==> src/rtl/ps2_combat_ctrl_if.sv <==
// ps2_combat_ctrl_if: PS/2 pins toward the controller, decoded keys and
// game status (health bars, shield, result) back out. slave = controller.
interface ps2_combat_ctrl_if #(
  parameter int HEALTH_W = 10
);
  logic                clk_kb;
  logic                data_kb;
  logic                key_valid;
  logic [7:0]          key_code;
  logic                frame_err;
  logic [HEALTH_W-1:0] cpu_led;
  logic [HEALTH_W-1:0] player_led;
  logic                shield;
  logic                game_over;
  logic                winner;

  modport slave (
    input  clk_kb, data_kb,
    output key_valid, key_code, frame_err,
    output cpu_led, player_led,
    output shield, game_over, winner
  );

  modport master (
    output clk_kb, data_kb,
    input  key_valid, key_code, frame_err,
    input  cpu_led, player_led,
    input  shield, game_over, winner
  );
endinterface

==> src/rtl/ps2_combat_ctrl.sv <==
// ps2_combat_ctrl: PS/2 keyboard decoder driving a two-sided combat game.
// Ports: clk, reset (sync, high), bus (slave: PS/2 in, keys/health/result out).
module ps2_combat_ctrl #(
  parameter int HEALTH_W    = 10,
  parameter int LIGHT_DMG   = 1,
  parameter int HEAVY_DMG   = 3,
  parameter int CPU_DMG     = 2,
  parameter int CPU_PERIOD  = 50_000_000,
  parameter int FILTER_LEN  = 8,
  parameter int TIMEOUT_CYC = 100_000
) (
  input  logic               clk,
  input  logic               reset,
  ps2_combat_ctrl_if.slave   bus
);
  localparam int HP_W = $clog2(HEALTH_W + 1);
  localparam int FC_W = $clog2(FILTER_LEN + 1);
  localparam int WD_W = $clog2(TIMEOUT_CYC + 1);
  localparam int AC_W = $clog2(CPU_PERIOD);

  localparam logic [7:0] K_BRK   = 8'hF0;
  localparam logic [7:0] K_EXT   = 8'hE0;
  localparam logic [7:0] K_LIGHT = 8'h1C;
  localparam logic [7:0] K_HEAVY = 8'h23;
  localparam logic [7:0] K_BLOCK = 8'h29;
  localparam logic [7:0] K_ENTER = 8'h5A;

  localparam logic [HP_W-1:0] HP_FULL = HP_W'(HEALTH_W);

  typedef enum logic [1:0] {
    S_IDLE,
    S_DATA,
    S_PARITY,
    S_STOP
  } frm_e;

  logic kbc_s1_q, kbc_s2_q;
  logic kbd_s1_q, kbd_s2_q;

  logic            filt_q, filt_d;
  logic [FC_W-1:0] fcnt_q, fcnt_d;
  logic            strobe;

  frm_e            st_q, st_d;
  logic [2:0]      bit_q, bit_d;
  logic [7:0]      shf_q, shf_d;
  logic            par_q, par_d;
  logic [WD_W-1:0] wd_q, wd_d;

  logic            kv_q, kv_d;
  logic            ferr_q, ferr_d;
  logic [7:0]      code_q, code_d;

  logic            brk_q, brk_d;
  logic            ext_q, ext_d;
  logic            make;

  logic            act_light, act_heavy;
  logic            act_block, act_enter;

  logic [HP_W-1:0] cpu_q, cpu_d;
  logic [HP_W-1:0] ply_q, ply_d;
  logic            shield_q, shield_d;
  logic            go_q, go_d;
  logic            win_q, win_d;
  logic [AC_W-1:0] acnt_q, acnt_d;
  logic            fire;

  logic [HEALTH_W-1:0] cpu_led, ply_led;

  function automatic logic [HP_W-1:0] sat_sub(
    input logic [HP_W-1:0] a,
    input int              d
  );
    if (int'(a) > d) sat_sub = a - HP_W'(d);
    else             sat_sub = '0;
  endfunction

  // Glitch filter: level flips only after FILTER_LEN
  // consecutive disagreeing samples; a 1->0 flip is a strobe.
  always_comb begin
    filt_d = filt_q;
    fcnt_d = '0;
    strobe = 1'b0;
    if (kbc_s2_q != filt_q) begin
      if (fcnt_q == FC_W'(FILTER_LEN - 1)) begin
        filt_d = ~filt_q;
        strobe = filt_q;
      end else begin
        fcnt_d = fcnt_q + 1'b1;
      end
    end
  end

  always_comb begin
    st_d   = st_q;
    bit_d  = bit_q;
    shf_d  = shf_q;
    par_d  = par_q;
    wd_d   = '0;
    kv_d   = 1'b0;
    ferr_d = 1'b0;
    code_d = code_q;
    if (st_q != S_IDLE && !strobe) begin
      wd_d = wd_q + 1'b1;
    end
    if (strobe) begin
      unique case (st_q)
        S_IDLE: begin
          if (!kbd_s2_q) begin
            st_d  = S_DATA;
            bit_d = '0;
          end
        end
        S_DATA: begin
          shf_d = {kbd_s2_q, shf_q[7:1]};
          bit_d = bit_q + 1'b1;
          if (bit_q == 3'd7) st_d = S_PARITY;
        end
        S_PARITY: begin
          par_d = kbd_s2_q;
          st_d  = S_STOP;
        end
        S_STOP: begin
          st_d = S_IDLE;
          if (kbd_s2_q && (^{shf_q, par_q})) begin
            kv_d   = 1'b1;
            code_d = shf_q;
          end else begin
            ferr_d = 1'b1;
          end
        end
        default: st_d = S_IDLE;
      endcase
    end else if (st_q != S_IDLE &&
                 wd_q == WD_W'(TIMEOUT_CYC - 1)) begin
      st_d   = S_IDLE;
      ferr_d = 1'b1;
      wd_d   = '0;
    end
  end

  // Prefixes arm a flag for the next code; only an
  // unprefixed code counts as a make.
  always_comb begin
    brk_d = brk_q;
    ext_d = ext_q;
    make  = 1'b0;
    if (kv_q) begin
      if (code_q == K_BRK) begin
        brk_d = 1'b1;
      end else if (code_q == K_EXT) begin
        ext_d = 1'b1;
      end else begin
        make  = !brk_q && !ext_q;
        brk_d = 1'b0;
        ext_d = 1'b0;
      end
    end
  end

  always_comb begin
    act_light = 1'b0;
    act_heavy = 1'b0;
    act_block = 1'b0;
    act_enter = 1'b0;
    if (make) begin
      unique case (1'b1)
        code_q == K_LIGHT: act_light = 1'b1;
        code_q == K_HEAVY: act_heavy = 1'b1;
        code_q == K_BLOCK: act_block = 1'b1;
        code_q == K_ENTER: act_enter = 1'b1;
        default: ;
      endcase
    end
  end

  always_comb begin
    cpu_d    = cpu_q;
    ply_d    = ply_q;
    shield_d = shield_q;
    go_d     = go_q;
    win_d    = win_q;
    acnt_d   = acnt_q;
    fire     = 1'b0;
    if (go_q) begin
      if (act_enter) begin
        cpu_d    = HP_FULL;
        ply_d    = HP_FULL;
        shield_d = 1'b0;
        go_d     = 1'b0;
        win_d    = 1'b0;
        acnt_d   = '0;
      end
    end else begin
      fire   = (acnt_q == AC_W'(CPU_PERIOD - 1));
      acnt_d = fire ? '0 : acnt_q + 1'b1;
      if (act_light) cpu_d = sat_sub(cpu_q, LIGHT_DMG);
      if (act_heavy) cpu_d = sat_sub(cpu_q, HEAVY_DMG);
      if (fire && !shield_q) ply_d = sat_sub(ply_q, CPU_DMG);
      // Attack consumes the old shield; a block in
      // the same cycle re-arms it.
      if (act_block) shield_d = 1'b1;
      else if (fire) shield_d = 1'b0;
      // Player wins a simultaneous knockout.
      if (cpu_q == '0 || ply_q == '0) begin
        go_d  = 1'b1;
        win_d = (cpu_q == '0);
      end
    end
  end

  always_ff @(posedge clk) begin
    if (reset) begin
      kbc_s1_q <= 1'b1;
      kbc_s2_q <= 1'b1;
      kbd_s1_q <= 1'b1;
      kbd_s2_q <= 1'b1;
      filt_q   <= 1'b1;
      fcnt_q   <= '0;
      st_q     <= S_IDLE;
      bit_q    <= '0;
      shf_q    <= '0;
      par_q    <= 1'b0;
      wd_q     <= '0;
      kv_q     <= 1'b0;
      ferr_q   <= 1'b0;
      code_q   <= '0;
      brk_q    <= 1'b0;
      ext_q    <= 1'b0;
      cpu_q    <= HP_FULL;
      ply_q    <= HP_FULL;
      shield_q <= 1'b0;
      go_q     <= 1'b0;
      win_q    <= 1'b0;
      acnt_q   <= '0;
    end else begin
      kbc_s1_q <= bus.clk_kb;
      kbc_s2_q <= kbc_s1_q;
      kbd_s1_q <= bus.data_kb;
      kbd_s2_q <= kbd_s1_q;
      filt_q   <= filt_d;
      fcnt_q   <= fcnt_d;
      st_q     <= st_d;
      bit_q    <= bit_d;
      shf_q    <= shf_d;
      par_q    <= par_d;
      wd_q     <= wd_d;
      kv_q     <= kv_d;
      ferr_q   <= ferr_d;
      code_q   <= code_d;
      brk_q    <= brk_d;
      ext_q    <= ext_d;
      cpu_q    <= cpu_d;
      ply_q    <= ply_d;
      shield_q <= shield_d;
      go_q     <= go_d;
      win_q    <= win_d;
      acnt_q   <= acnt_d;
    end
  end

  always_comb begin
    for (int i = 0; i < HEALTH_W; i++) begin
      cpu_led[i] = (int'(cpu_q) > i);
      ply_led[i] = (int'(ply_q) > i);
    end
  end

  assign bus.key_valid  = kv_q;
  assign bus.key_code   = code_q;
  assign bus.frame_err  = ferr_q;
  assign bus.cpu_led    = cpu_led;
  assign bus.player_led = ply_led;
  assign bus.shield     = shield_q;
  assign bus.game_over  = go_q;
  assign bus.winner     = win_q;
endmodule

==> src/flat_wrapper.sv <==
// flat-port wrapper written by rule: the top's interface ports become plain ports
module ps2_combat_ctrl_flat 
#(
  parameter int HEALTH_W    = 10,
  parameter int LIGHT_DMG   = 1,
  parameter int HEAVY_DMG   = 3,
  parameter int CPU_DMG     = 2,
  parameter int CPU_PERIOD  = 50_000_000,
  parameter int FILTER_LEN  = 8,
  parameter int TIMEOUT_CYC = 100_000
)
  (clk, reset, bus_clk_kb, bus_data_kb, bus_key_valid, bus_key_code, bus_frame_err, bus_cpu_led, bus_player_led, bus_shield, bus_game_over, bus_winner);
  ps2_combat_ctrl_if #(.HEALTH_W(HEALTH_W)) bus_i ();
  input  logic clk;
  input  logic reset;
  input wire logic [$bits(bus_i.clk_kb)-1:0] bus_clk_kb;
  input wire logic [$bits(bus_i.data_kb)-1:0] bus_data_kb;
  output wire logic [$bits(bus_i.key_valid)-1:0] bus_key_valid;
  output wire logic [$bits(bus_i.key_code)-1:0] bus_key_code;
  output wire logic [$bits(bus_i.frame_err)-1:0] bus_frame_err;
  output wire logic [$bits(bus_i.cpu_led)-1:0] bus_cpu_led;
  output wire logic [$bits(bus_i.player_led)-1:0] bus_player_led;
  output wire logic [$bits(bus_i.shield)-1:0] bus_shield;
  output wire logic [$bits(bus_i.game_over)-1:0] bus_game_over;
  output wire logic [$bits(bus_i.winner)-1:0] bus_winner;
  assign bus_i.clk_kb = bus_clk_kb;
  assign bus_i.data_kb = bus_data_kb;
  assign bus_key_valid = bus_i.key_valid;
  assign bus_key_code = bus_i.key_code;
  assign bus_frame_err = bus_i.frame_err;
  assign bus_cpu_led = bus_i.cpu_led;
  assign bus_player_led = bus_i.player_led;
  assign bus_shield = bus_i.shield;
  assign bus_game_over = bus_i.game_over;
  assign bus_winner = bus_i.winner;
  ps2_combat_ctrl #(.HEALTH_W(HEALTH_W), .LIGHT_DMG(LIGHT_DMG), .HEAVY_DMG(HEAVY_DMG), .CPU_DMG(CPU_DMG), .CPU_PERIOD(CPU_PERIOD), .FILTER_LEN(FILTER_LEN), .TIMEOUT_CYC(TIMEOUT_CYC)) u_core (.clk(clk), .reset(reset), .bus(bus_i));
endmodule
==> config.mk <==
export PLATFORM = sky130hd
export DESIGN_NAME = ps2_combat_ctrl_flat
export DESIGN_NICKNAME = d
export VERILOG_FILES = /design/src/rtl/ps2_combat_ctrl_if.sv /design/src/rtl/ps2_combat_ctrl.sv /design/src/flat_wrapper.sv
export SDC_FILE = /design/constraint.sdc
export NUM_CORES = 1
export LEC_CHECK = 0
export ABC_AREA = 1
export CAP_MARGIN = 10
export CORE_MARGIN = 3
export CORE_UTILIZATION = 30
export CTS_BUF_LIST = sky130_fd_sc_hd__clkbuf_8 sky130_fd_sc_hd__clkbuf_16
export DETAILED_ROUTE_END_ITERATION = 7
export GPL_TIMING_DRIVEN = 0
export PLACE_DENSITY = 0.45
export SLEW_MARGIN = 20
export SYNTH_ARGS = -nofsm -noshare
export SYNTH_HDL_FRONTEND = slang
export SYNTH_SLANG_ARGS = --single-unit
==> constraint.sdc <==
create_clock -name clk -period 2.5 [get_ports clk]
set_clock_uncertainty 0.15 [all_clocks]
set_input_delay 0.75 -clock clk [delete_from_list [all_inputs] [get_ports clk]]
set_output_delay 0.75 -clock clk [all_outputs]
set_load 0.01 [all_outputs]
==> flow_summary.json <==
{
  "viasPerCell": 4.85,
  "finalSetupViolCount": 0,
  "synthArstFlopShare": 0,
  "hold_viol": 0,
  "synth_area_um2": 5220,
  "critPathCaptureType": "output port",
  "synth_cell_types": 40,
  "wl_per_cell_um": 13.2,
  "yosys.area_share.xor_xnor": 0.0201,
  "area_delta_synth_final_pct": 19.5,
  "yosys-top-cells-area": "dfxtp_1, nand2_1, nor2_1",
  "route.detailed.drc": 0,
  "slowest_stage": "dfxtp_4",
  "dr.pass1.iters": 5,
  "grt_pass1_vias": 4847,
  "p_per_area_nw_per_um2": 455,
  "post-route-period-util": 0.958,
  "synth-main-ff-cell": "dfxtp_1",
  "synth.most_common_cell": "nand2_1",
  "drive_gt1_frac": 0.0926,
  "cts-root-buf": "clkbuf_16",
  "final_cell_count_no_fill": 1084,
  "rsz0062_at_grt": "false",
  "hold_path_class": "flop to flop",
  "relSlewSlack": 0.546,
  "hpwl_um": 10800,
  "synth.avg_cell_area_um2": 6.47,
  "chipHeight_um": 138,
  "final_nets": 879,
  "tightestPinTransition_ps": 681,
  "clkTransAtPathRegs_ps": 70,
  "synth_compound_gate_area_share": 0.0963,
  "crit_required_ps": 1600,
  "antenna_found_initial": 0,
  "synthSimpleGateAreaFrac": 0.414,
  "timing.rr.start": "u_core.acnt_q[0]",
  "cts_tree": "yes",
  "fin_setup_tns_ps": 0,
  "synthAdderAreaFrac": 0.0383,
  "drtIter0Drc": 408,
  "cp-startpoint": "u_core.cpu_q[0]",
  "ctsHtreeMaxLevel": 3,
  "vias": 5252,
  "nFillCells": 1833,
  "initial_core_util": 0.310,
  "ys_ff_latch": 88,
  "grt_pass1_wl_um": 23700,
  "cp_max_fo": 6,
  "yosys-top-cells-count": "nand2_1, nor2_1, inv_1",
  "crit_chain": "inv_4 > ha_1 > o31ai_1 > dlygate4sd2_1",
  "path_class": "flop to output port",
  "synth_top_family_by_area": "simple AND/OR/NAND/NOR gates",
  "maxCapViolCount": 0,
  "fmax_mhz": 418,
  "grt_overflow": 0,
  "cellLeakagePower_nw": 2.45,
  "synth_mux_area_frac": 0,
  "die_w_um": 138,
  "grt_max_degree": 16,
  "postRouteAntennaNets": 0,
  "port_buffers": 35,
  "slowest_delay_ps": 390,
  "numCtsBuffers": 9,
  "status": "completed",
  "netlist_instances": 807,
  "synth_fp_nets": 827,
  "clk-insertion-delay-late_ps": 350,
  "ctsHoldBuffers": 0,
  "ctsLongestPathBuffers": 2,
  "vdd_drop_max_v": 0.000309,
  "pin_count": 37,
  "dpl.cell_count": 1062,
  "totalWireLength_um": 14300,
  "synth_seq_area_share": 0.337,
  "die-area_um2": 19000,
  "rows": 47,
  "period_needed_ps": 2390,
  "yosysTopAreaCellShare": 0.337,
  "finalMaxSlewViolations": 0,
  "synth_edf_count": 0,
  "cts_sinks": 88,
  "fin_util": 0.371,
  "antenna_cells": 0,
  "crit_arrival_ps": 1490,
  "yosysTopAreaCell": "dfxtp_1",
  "grt_use_total": 0.157,
  "yosysWarnings": 0,
  "hold_start": "u_core.kbc_s1_q",
  "start_kind": "flop",
  "core_area_um2": 16800,
  "gp_congestion": 0.910
}
-- registers in the layout, summed over array words and instances (netlist names) --
name and count:
u_core.wd_q 17, u_core.par_q 1, u_core.acnt_q 26, u_core.bus.game_over 1, u_core.bus.shield 1, u_core.bit_q 3, u_core.kbd_s2_q 1, u_core.bus.winner 1
u_core.bus.key_valid 1, u_core.ext_q 1, u_core.kbc_s2_q 1, u_core.st_q 2, u_core.ply_q 3, u_core.fcnt_q 4, u_core.shf_q 8, u_core.kbd_s1_q 1
u_core.brk_q 1, u_core.bus.key_code 8, u_core.bus.frame_err 1, u_core.filt_q 1, u_core.cpu_q 4, u_core.kbc_s1_q 1
-- power by group --
part            total, W  internal (W)  switching, W  leakage [nW]
clock network    0.00137      0.000775      0.000597         0.143
registers        0.00141       0.00141    0.00000717         0.711
logic          0.0000546     0.0000164     0.0000381          1.59
total            0.00284       0.00220      0.000642          2.45
-- final timing paths --
path	to	slack, ps	depth (start not counted)
worst min-delay path	u_core.kbc_s2_q	260	1
worst max register to register	u_core.acnt_q[3]	280	10
worst max-delay path	bus_cpu_led[6]	110	4
worst min register to register	u_core.kbc_s2_q	260	1
-- critical path, delay by kind of cell, from the launching register on --
kind	cells	cell delay (ps)
flip-flops	1	390
buffers and inverters	2	350
AO/OA/AOI/OAI	1	230
adder cells (fa/ha/maj)	1	190
-- final cells by class --
| class | instances | area, um^2 | area share |
|---|---|---|---|
| multi-input combinational | 598 | 3000 | 0.482 |
| inverter | 98 | 374 | 0.0600 |
| sequential | 88 | 1770 | 0.284 |
| clock inverter | 7 | 71.3 | 0.0114 |
| timing repair buffer | 41 | 394 | 0.0632 |
| buffer | 23 | 119 | 0.0191 |
| tap | 220 | 275 | 0.0441 |
| clock buffer | 9 | 225 | 0.0361 |
-- stage by stage --
stage / hold WS, ps / cell area [um^2] / setup slack [ps] / total power, W
after floorplan: 239 / 5220 / 497 / 0.00148
after global placement: 242 / 5850 / -164 / 0.00150
after detailed placement: 252 / 5850 / -135 / 0.00151
after CTS: 269 / 6190 / 1.43 / 0.00290
after global routing: 290 / 6240 / 10.1 / 0.00295
final: 262 / 6240 / 106 / 0.00284
-- timing repair --
item,CTS,global route
resized for setup,28,15
buffers inserted,1,5
pin swaps,1,1
setup endpoints to repair,16,12
-- cell usage in the layout, fill, tap and decap left out, types with 6 or more instances in the layout --
master	count
a21oi_1	54
buf_4	9
clkbuf_1	10
clkbuf_16	9
clkdlybuf4s50_1	21
dfxtp_1	82
dlymetal6s2s_1	6
ha_1	15
inv_1	93
nand2_1	202
nand2_2	9
nand3_1	58
nand4_1	38
nor2_1	111
nor2_2	8
nor3_1	18
nor3b_1	7
o21ai_0	34
xor2_1	8
-- kinds of logic after synthesis --
group	after synthesis
buf+inv	121
xor+xnor	12
fa+ha+maj	16
simple gates	473
flops	88
compound gates	97
-- routing by layer --
layer	wire length [um]	GRT usage	share of wire
met5	0	0	0
met4	264	0.0510	0.018
met3	677	0.0276	0.047
met2	6420	0.253	0.45
met1	6930	0.214	0.48
Power figures use the tool's default switching activity.
